<file path="src/rtl/instruction_fetch_unit_pkg.sv">
// ifetch_pkg: shared definitions for the instruction fetch unit.
//   fetch_state_t        - fetch FSM states
//   PC_INCREMENT         - byte distance between sequential instructions
//   DEFAULT_RESET_PC     - default reset fetch address
//   DEFAULT_ADDR_WIDTH   - default PC/address width
//   DEFAULT_DATA_WIDTH   - default instruction width
package ifetch_pkg;
  localparam int          DEFAULT_ADDR_WIDTH = 32;
  localparam int          DEFAULT_DATA_WIDTH = 32;
  localparam logic [31:0] DEFAULT_RESET_PC   = 32'h0000_0000;
  localparam int unsigned PC_INCREMENT       = 4;

  // FETCH   : request outstanding at pc, result is wanted
  // HOLD    : a word came back while decode was stalled; no request
  // DISCARD : request at the old pc still outstanding, result is dropped
  typedef enum logic [1:0] {
    FETCH   = 2'd0,
    HOLD    = 2'd1,
    DISCARD = 2'd2
  } fetch_state_t;
endpackage

</file>
<file path="src/rtl/instruction_fetch_unit_if_id_register.sv">
// if_id_register: IF/ID pipeline register bank.
//   clk, rst          - clock, async active-high reset
//   load              - capture instr/pc/pc_plus4 and mark valid
//   clear             - drop the valid bit (wins over load); payload kept
//   instr_in, pc_in, pc_plus4_in - captured payload
//   valid, instr, pc, pc_plus4   - registered outputs
module if_id_register #(
  parameter int ADDR_WIDTH = 32,
  parameter int DATA_WIDTH = 32
) (
  input  logic                  clk,
  input  logic                  rst,
  input  logic                  load,
  input  logic                  clear,
  input  logic [DATA_WIDTH-1:0] instr_in,
  input  logic [ADDR_WIDTH-1:0] pc_in,
  input  logic [ADDR_WIDTH-1:0] pc_plus4_in,
  output logic                  valid,
  output logic [DATA_WIDTH-1:0] instr,
  output logic [ADDR_WIDTH-1:0] pc,
  output logic [ADDR_WIDTH-1:0] pc_plus4
);
  logic                  valid_q, valid_d;
  logic [DATA_WIDTH-1:0] instr_q, instr_d;
  logic [ADDR_WIDTH-1:0] pc_q, pc_d;
  logic [ADDR_WIDTH-1:0] pc_plus4_q, pc_plus4_d;

  always_comb begin
    valid_d    = valid_q;
    instr_d    = instr_q;
    pc_d       = pc_q;
    pc_plus4_d = pc_plus4_q;
    if (clear) begin
      valid_d = 1'b0;
    end else if (load) begin
      valid_d    = 1'b1;
      instr_d    = instr_in;
      pc_d       = pc_in;
      pc_plus4_d = pc_plus4_in;
    end
  end

  always_ff @(posedge clk or posedge rst) begin
    if (rst) begin
      valid_q    <= 1'b0;
      instr_q    <= '0;
      pc_q       <= '0;
      pc_plus4_q <= '0;
    end else begin
      valid_q    <= valid_d;
      instr_q    <= instr_d;
      pc_q       <= pc_d;
      pc_plus4_q <= pc_plus4_d;
    end
  end

  assign valid    = valid_q;
  assign instr    = instr_q;
  assign pc       = pc_q;
  assign pc_plus4 = pc_plus4_q;
endmodule

</file>
<file path="src/rtl/instruction_fetch_unit.sv">
// instruction_fetch_unit: IF stage front end.
//   clk, reset                 - clock, async active-high reset
//   stall                      - decode cannot take IF/ID this cycle
//   redirect_valid/redirect_pc - restart fetch at redirect_pc (word aligned)
//   imem_req/imem_addr         - instruction memory request, held until ready
//   imem_ready/imem_rdata      - completes the request with the fetched word
//   if_valid/if_instr/if_pc/if_pc_plus4 - IF/ID register to decode
module instruction_fetch_unit
  import ifetch_pkg::*;
#(
  parameter int                    ADDR_WIDTH = DEFAULT_ADDR_WIDTH,
  parameter int                    DATA_WIDTH = DEFAULT_DATA_WIDTH,
  parameter logic [ADDR_WIDTH-1:0] RESET_PC   = ADDR_WIDTH'(DEFAULT_RESET_PC)
) (
  input  logic                  clk,
  input  logic                  reset,
  input  logic                  stall,
  input  logic                  redirect_valid,
  input  logic [ADDR_WIDTH-1:0] redirect_pc,
  output logic                  imem_req,
  output logic [ADDR_WIDTH-1:0] imem_addr,
  input  logic                  imem_ready,
  input  logic [DATA_WIDTH-1:0] imem_rdata,
  output logic                  if_valid,
  output logic [DATA_WIDTH-1:0] if_instr,
  output logic [ADDR_WIDTH-1:0] if_pc,
  output logic [ADDR_WIDTH-1:0] if_pc_plus4
);
  localparam logic [ADDR_WIDTH-1:0] INC = ADDR_WIDTH'(PC_INCREMENT);

  fetch_state_t          state_q, state_d;
  logic [ADDR_WIDTH-1:0] pc_q, pc_d;
  logic [DATA_WIDTH-1:0] hold_instr_q, hold_instr_d;
  logic [ADDR_WIDTH-1:0] hold_pc_q, hold_pc_d;
  logic [ADDR_WIDTH-1:0] pending_pc_q, pending_pc_d;

  logic                  load;
  logic [ADDR_WIDTH-1:0] pc_plus4;
  logic [ADDR_WIDTH-1:0] redir_pc;
  logic                  ifid_load, ifid_clear;
  logic [DATA_WIDTH-1:0] ifid_instr;
  logic [ADDR_WIDTH-1:0] ifid_pc, ifid_pc_plus4;
  logic                  unused_redirect_lsb;

  assign load      = !if_valid || !stall;
  assign pc_plus4  = pc_q + INC;
  assign redir_pc  = {redirect_pc[ADDR_WIDTH-1:2], 2'b00};
  assign unused_redirect_lsb = ^redirect_pc[1:0];

  // Gated with reset directly so the request drops the instant reset rises.
  assign imem_req  = !reset && (state_q != HOLD);
  assign imem_addr = pc_q;

  always_comb begin
    state_d       = state_q;
    pc_d          = pc_q;
    hold_instr_d  = hold_instr_q;
    hold_pc_d     = hold_pc_q;
    pending_pc_d  = pending_pc_q;
    ifid_load     = 1'b0;
    ifid_clear    = 1'b0;
    ifid_instr    = imem_rdata;
    ifid_pc       = pc_q;
    ifid_pc_plus4 = pc_plus4;
    case (state_q)
      FETCH: begin
        if (imem_ready) begin
          if (redirect_valid) begin
            pc_d       = redir_pc;
            ifid_clear = 1'b1;
          end else if (load) begin
            ifid_load = 1'b1;
            pc_d      = pc_plus4;
          end else begin
            // Park the word; the memory is free again and decode is busy.
            hold_instr_d = imem_rdata;
            hold_pc_d    = pc_q;
            pc_d         = pc_plus4;
            state_d      = HOLD;
          end
        end else if (redirect_valid) begin
          // Access can't be cancelled: keep the address stable, drop the result.
          pending_pc_d = redir_pc;
          ifid_clear   = 1'b1;
          state_d      = DISCARD;
        end else if (load) begin
          ifid_clear = 1'b1;
        end
      end
      HOLD: begin
        if (redirect_valid) begin
          pc_d       = redir_pc;
          ifid_clear = 1'b1;
          state_d    = FETCH;
        end else if (load) begin
          ifid_load     = 1'b1;
          ifid_instr    = hold_instr_q;
          ifid_pc       = hold_pc_q;
          ifid_pc_plus4 = hold_pc_q + INC;
          state_d       = FETCH;
        end
      end
      DISCARD: begin
        ifid_clear = 1'b1;
        if (redirect_valid) pending_pc_d = redir_pc;
        if (imem_ready) begin
          pc_d    = redirect_valid ? redir_pc : pending_pc_q;
          state_d = FETCH;
        end
      end
      default: state_d = FETCH;
    endcase
  end

  always_ff @(posedge clk or posedge reset) begin
    if (reset) begin
      state_q      <= FETCH;
      pc_q         <= RESET_PC;
      hold_instr_q <= '0;
      hold_pc_q    <= '0;
      pending_pc_q <= '0;
    end else begin
      state_q      <= state_d;
      pc_q         <= pc_d;
      hold_instr_q <= hold_instr_d;
      hold_pc_q    <= hold_pc_d;
      pending_pc_q <= pending_pc_d;
    end
  end

  if_id_register #(
    .ADDR_WIDTH(ADDR_WIDTH),
    .DATA_WIDTH(DATA_WIDTH)
  ) u_if_id (
    .clk        (clk),
    .rst        (reset),
    .load       (ifid_load),
    .clear      (ifid_clear),
    .instr_in   (ifid_instr),
    .pc_in      (ifid_pc),
    .pc_plus4_in(ifid_pc_plus4),
    .valid      (if_valid),
    .instr      (if_instr),
    .pc         (if_pc),
    .pc_plus4   (if_pc_plus4)
  );
endmodule

</file>
<file path="config.mk">
export PLATFORM = sky130hd
export DESIGN_NAME = instruction_fetch_unit
export DESIGN_NICKNAME = d
export VERILOG_FILES = /design/src/rtl/instruction_fetch_unit_pkg.sv /design/src/rtl/instruction_fetch_unit_if_id_register.sv /design/src/rtl/instruction_fetch_unit.sv
export SDC_FILE = /design/constraint.sdc
export NUM_CORES = 1
export LEC_CHECK = 0
export CORE_MARGIN = 1
export CORE_UTILIZATION = 58
export CTS_CLUSTER_SIZE = 40
export DETAILED_ROUTE_END_ITERATION = 7
export PLACE_DENSITY_LB_ADDON = 0.05
export SLEW_MARGIN = 30
export SYNTH_ARGS = -nofsm -noshare
export SYNTH_HDL_FRONTEND = slang
export SYNTH_SLANG_ARGS = --single-unit
</file>
<file path="constraint.sdc">
create_clock -name clk -period 16.2 [get_ports clk]
set_input_delay 1.62 -clock clk [delete_from_list [all_inputs] [get_ports clk]]
set_output_delay 1.62 -clock clk [all_outputs]
set_load 0.01 [all_outputs]
</file>
==> impl_metrics.yaml <==
detailed_routing:
  detail-route-antenna-nets: 0
  routed_wl_mm: 30.8
  vias: 9951
  drt_iter0_drc: 870
  initial_drt_pass_iterations: 7
  vias_per_cell: 6.08
  dr_drc_count: 0
  wl_per_cell_um: 18.8
timing:
  slew_violations: 0
  final_layout_setup_total_negative_slack_ps: 0
  slew_headroom_pct: 38.6
  setup_viol: 0
  achievable-frequency_mhz: 223
  finalClockSkew_ps: 10.1
  post-route-period-util_pct: 27.6
  timing_worst_slew_pin_value_ps: 920
  finalHoldViolCount: 0
  fin_crit_ps: 4480
  grt_setup_unrepaired: "no"
clock_tree:
  cts_tree: "done"
  clock_latency_ps: 530
  path_clk_slew_ps: 60
  cts_repair_resize_count: 0
  numClockSinks: 225
  cts-htree-levels: 1
  cts_buf_count: 25
  clock-root-buffer: "sky130_fd_sc_hd__clkbuf_16"
  post_cts.repair.setup_buffers: 0
  cts_hold_repair.buffers: 0
  cts.path.max_buffers: 3
worst_setup_path:
  r2r_cells: 8
  setup.worst_path.class: "in2out"
  worst-r2r-setup-slack_ps: 12840
  start_kind: "input port"
  critPathArrivalTime_ps: 2860
  req_time_crit_path_ps: 14580
  cp_max_fo: 2
  timing.critical_path.to_type: "output port"
grt:
  grt_start_max_net_pins: 149
  grt_use_total_pct: 30.0
  grt_first_pass_wirelength_mm: 48.2
  overflow: 0
  number_of_antenna_violations_at_the_first_check_in_global_routing: 0
  first_global_vias: 8922
status:
  status: "finished clean"
finish:
  stdcell_count: 1636
  final_nets: 1427
  layout_commonest_cell: "sky130_fd_sc_hd__dfrtp_1"
  areaGrowthSynthToFinish_pct: 25.2
  final_cell_mix: "sky130_fd_sc_hd__dfrtp_1 (225), sky130_fd_sc_hd__nand2_1 (215), sky130_fd_sc_hd__clkdlybuf4s50_1 (195)"
  drive_above_1_share_pct: 12.3
  antenna_cells: 0
floorplan:
  rows: 51
  die_w_um: 143
  dieArea_um2: 20400
  ios: 199
  die_height_um: 143
  core_um2: 19500
  starting_density_of_the_core_pct: 59.2
synthesis:
  synth.area.top_cells: "sky130_fd_sc_hd__dfrtp_1 (49%), sky130_fd_sc_hd__mux2_2 (9.1%), sky130_fd_sc_hd__nand2_1 (7.0%)"
  synth.distinct_cells: 55
  synth_largest_type_area_fraction_pct: 48.8
  seq_area_frac_synth_pct: 48.8
  mappedNetlistNets: 1293
  syn-instance-count: 1218
  syn_area_per_cell_um2: 9.47
  synth-edff-count: 0
  ys_seq_elements: 225
  yosys_warnings: 0
  yosys.area.top_type: "sky130_fd_sc_hd__dfrtp_1"
  synth_area_um2: 11500
  synth-async-reset-ratio_pct: 100
  synth_ff_type: "sky130_fd_sc_hd__dfrtp_1"
placement:
  post-dp-hpwl_mm: 20.2
  numPortBuffers: 196
  numPlacedInstances: 1590
  globalplace.congestion: 0.855
min_path:
  timing.hold.worst_path_depth: 2
  min_delay_worst_type: "reg2reg"
power:
  power.density_cell_area_nw_per_um2: 198
  lkg_pwr_nw: 5.96
  finalPower_mw: 2.86
  vdd_drop_max_v: 0.000110
run:
  cap_violations: 0
layout make-up:
class,instances,area (um^2)
clock buffers,38,764
inverters,17,76.3
well taps,265,332
repair buffers,209,2080
clock inverters,8,88.8
multi-input cells,874,5460
fillers,1450,5030
flip-flops and latches,225,5630
synth_stat cells (all sizes together) (2+ instances only):
master,n
a211oi,3
a21boi,5
a21o,3
a21oi,21
a221o,3
a221oi,15
a222oi,3
a22o,10
a22oi,3
a31oi,71
and2,5
and3,6
and4,10
buf,28
clkbuf,74
dfrtp,225
ha,6
inv,17
mux2,93
mux2i,10
nand2,216
nand2b,9
nand3,23
nand4,17
nor2,106
nor2b,3
nor3,50
nor4,22
o211ai,9
o21a,9
o21ai,53
o22a,4
o22ai,12
o31a,16
o31ai,16
or3,2
or4,4
xnor2,12
xor2,15
kinds of logic after synthesis:
group,after synthesis,share of synthesized area [%]
xor+xnor,27,2.05
simple gates,474,18.8
fa+ha+maj,6,0.651
flops,225,48.8
mux,103,9.95
buf+inv,119,4.31
compound gates,264,15.4
worst max-delay path: stages:
cell                              delay [ps]
sky130_fd_sc_hd__clkdlybuf4s50_1         550
sky130_fd_sc_hd__nor2_1                  140
sky130_fd_sc_hd__clkdlybuf4s50_1         540
worst paths after layout:
| path | from | endpoint |
|---|---|---|
| max | reset | imem_req |
| min | u_if_id.pc_plus4[4] | u_if_id.pc_plus4[4] |
| max reg2reg | state_q[0] | imem_addr[15] |
| min reg2reg | u_if_id.pc_plus4[4] | u_if_id.pc_plus4[4] |
| max in group asynchronous | reset | u_if_id.pc_plus4[26] |
| min in group asynchronous | reset | state_q[0] |
report_power, final:
group	internal (mW)	total (mW)	switching, mW	leakage (nW)
Sequential	0.817	1.09	0.271	2.75
Combinational	0.606	1.19	0.585	2.78
Clock	0.344	0.577	0.234	0.423
Total	1.77	2.86	1.09	5.96
flip-flops by register name, indices dropped and copies added, names as in the netlist:
| signal | flops |
|---|---|
| hold_pc_q | 32 |
| u_if_id.instr | 32 |
| u_if_id.pc_plus4 | 32 |
| hold_instr_q | 32 |
| u_if_id.pc | 30 |
| pending_pc_q | 32 |
| state_q | 2 |
| u_if_id.valid | 1 |
| imem_addr | 32 |
per-layer routing:
| layer | track usage (%) | vias up | wire length [um] |
|---|---|---|---|
| met3 | 5.70 | 36 | 2720 |
| met2 | 44.1 | 430 | 13600 |
| met5 | 0 | - | 0 |
| met1 | 45.4 | 4836 | 14000 |
| li1 | - | 4649 | - |
| met4 | 7.07 | 0 | 454 |
through the flow:
step / cell area, um^2 / utilization, % / setup WS, ps / hold WS (ps)
after floorplan: 11500 / - / 8420 / 464
after CTS: 14400 / 74.1 / 11710 / 483
after global routing: 14400 / 74.2 / 11660 / 512
after detailed placement: 13600 / 69.7 / 11550 / 470
after global placement: 13500 / 69.5 / 11590 / 459
final: 14400 / 74.2 / 11720 / 473
Note: power is estimated with default switching activity, not from simulation.
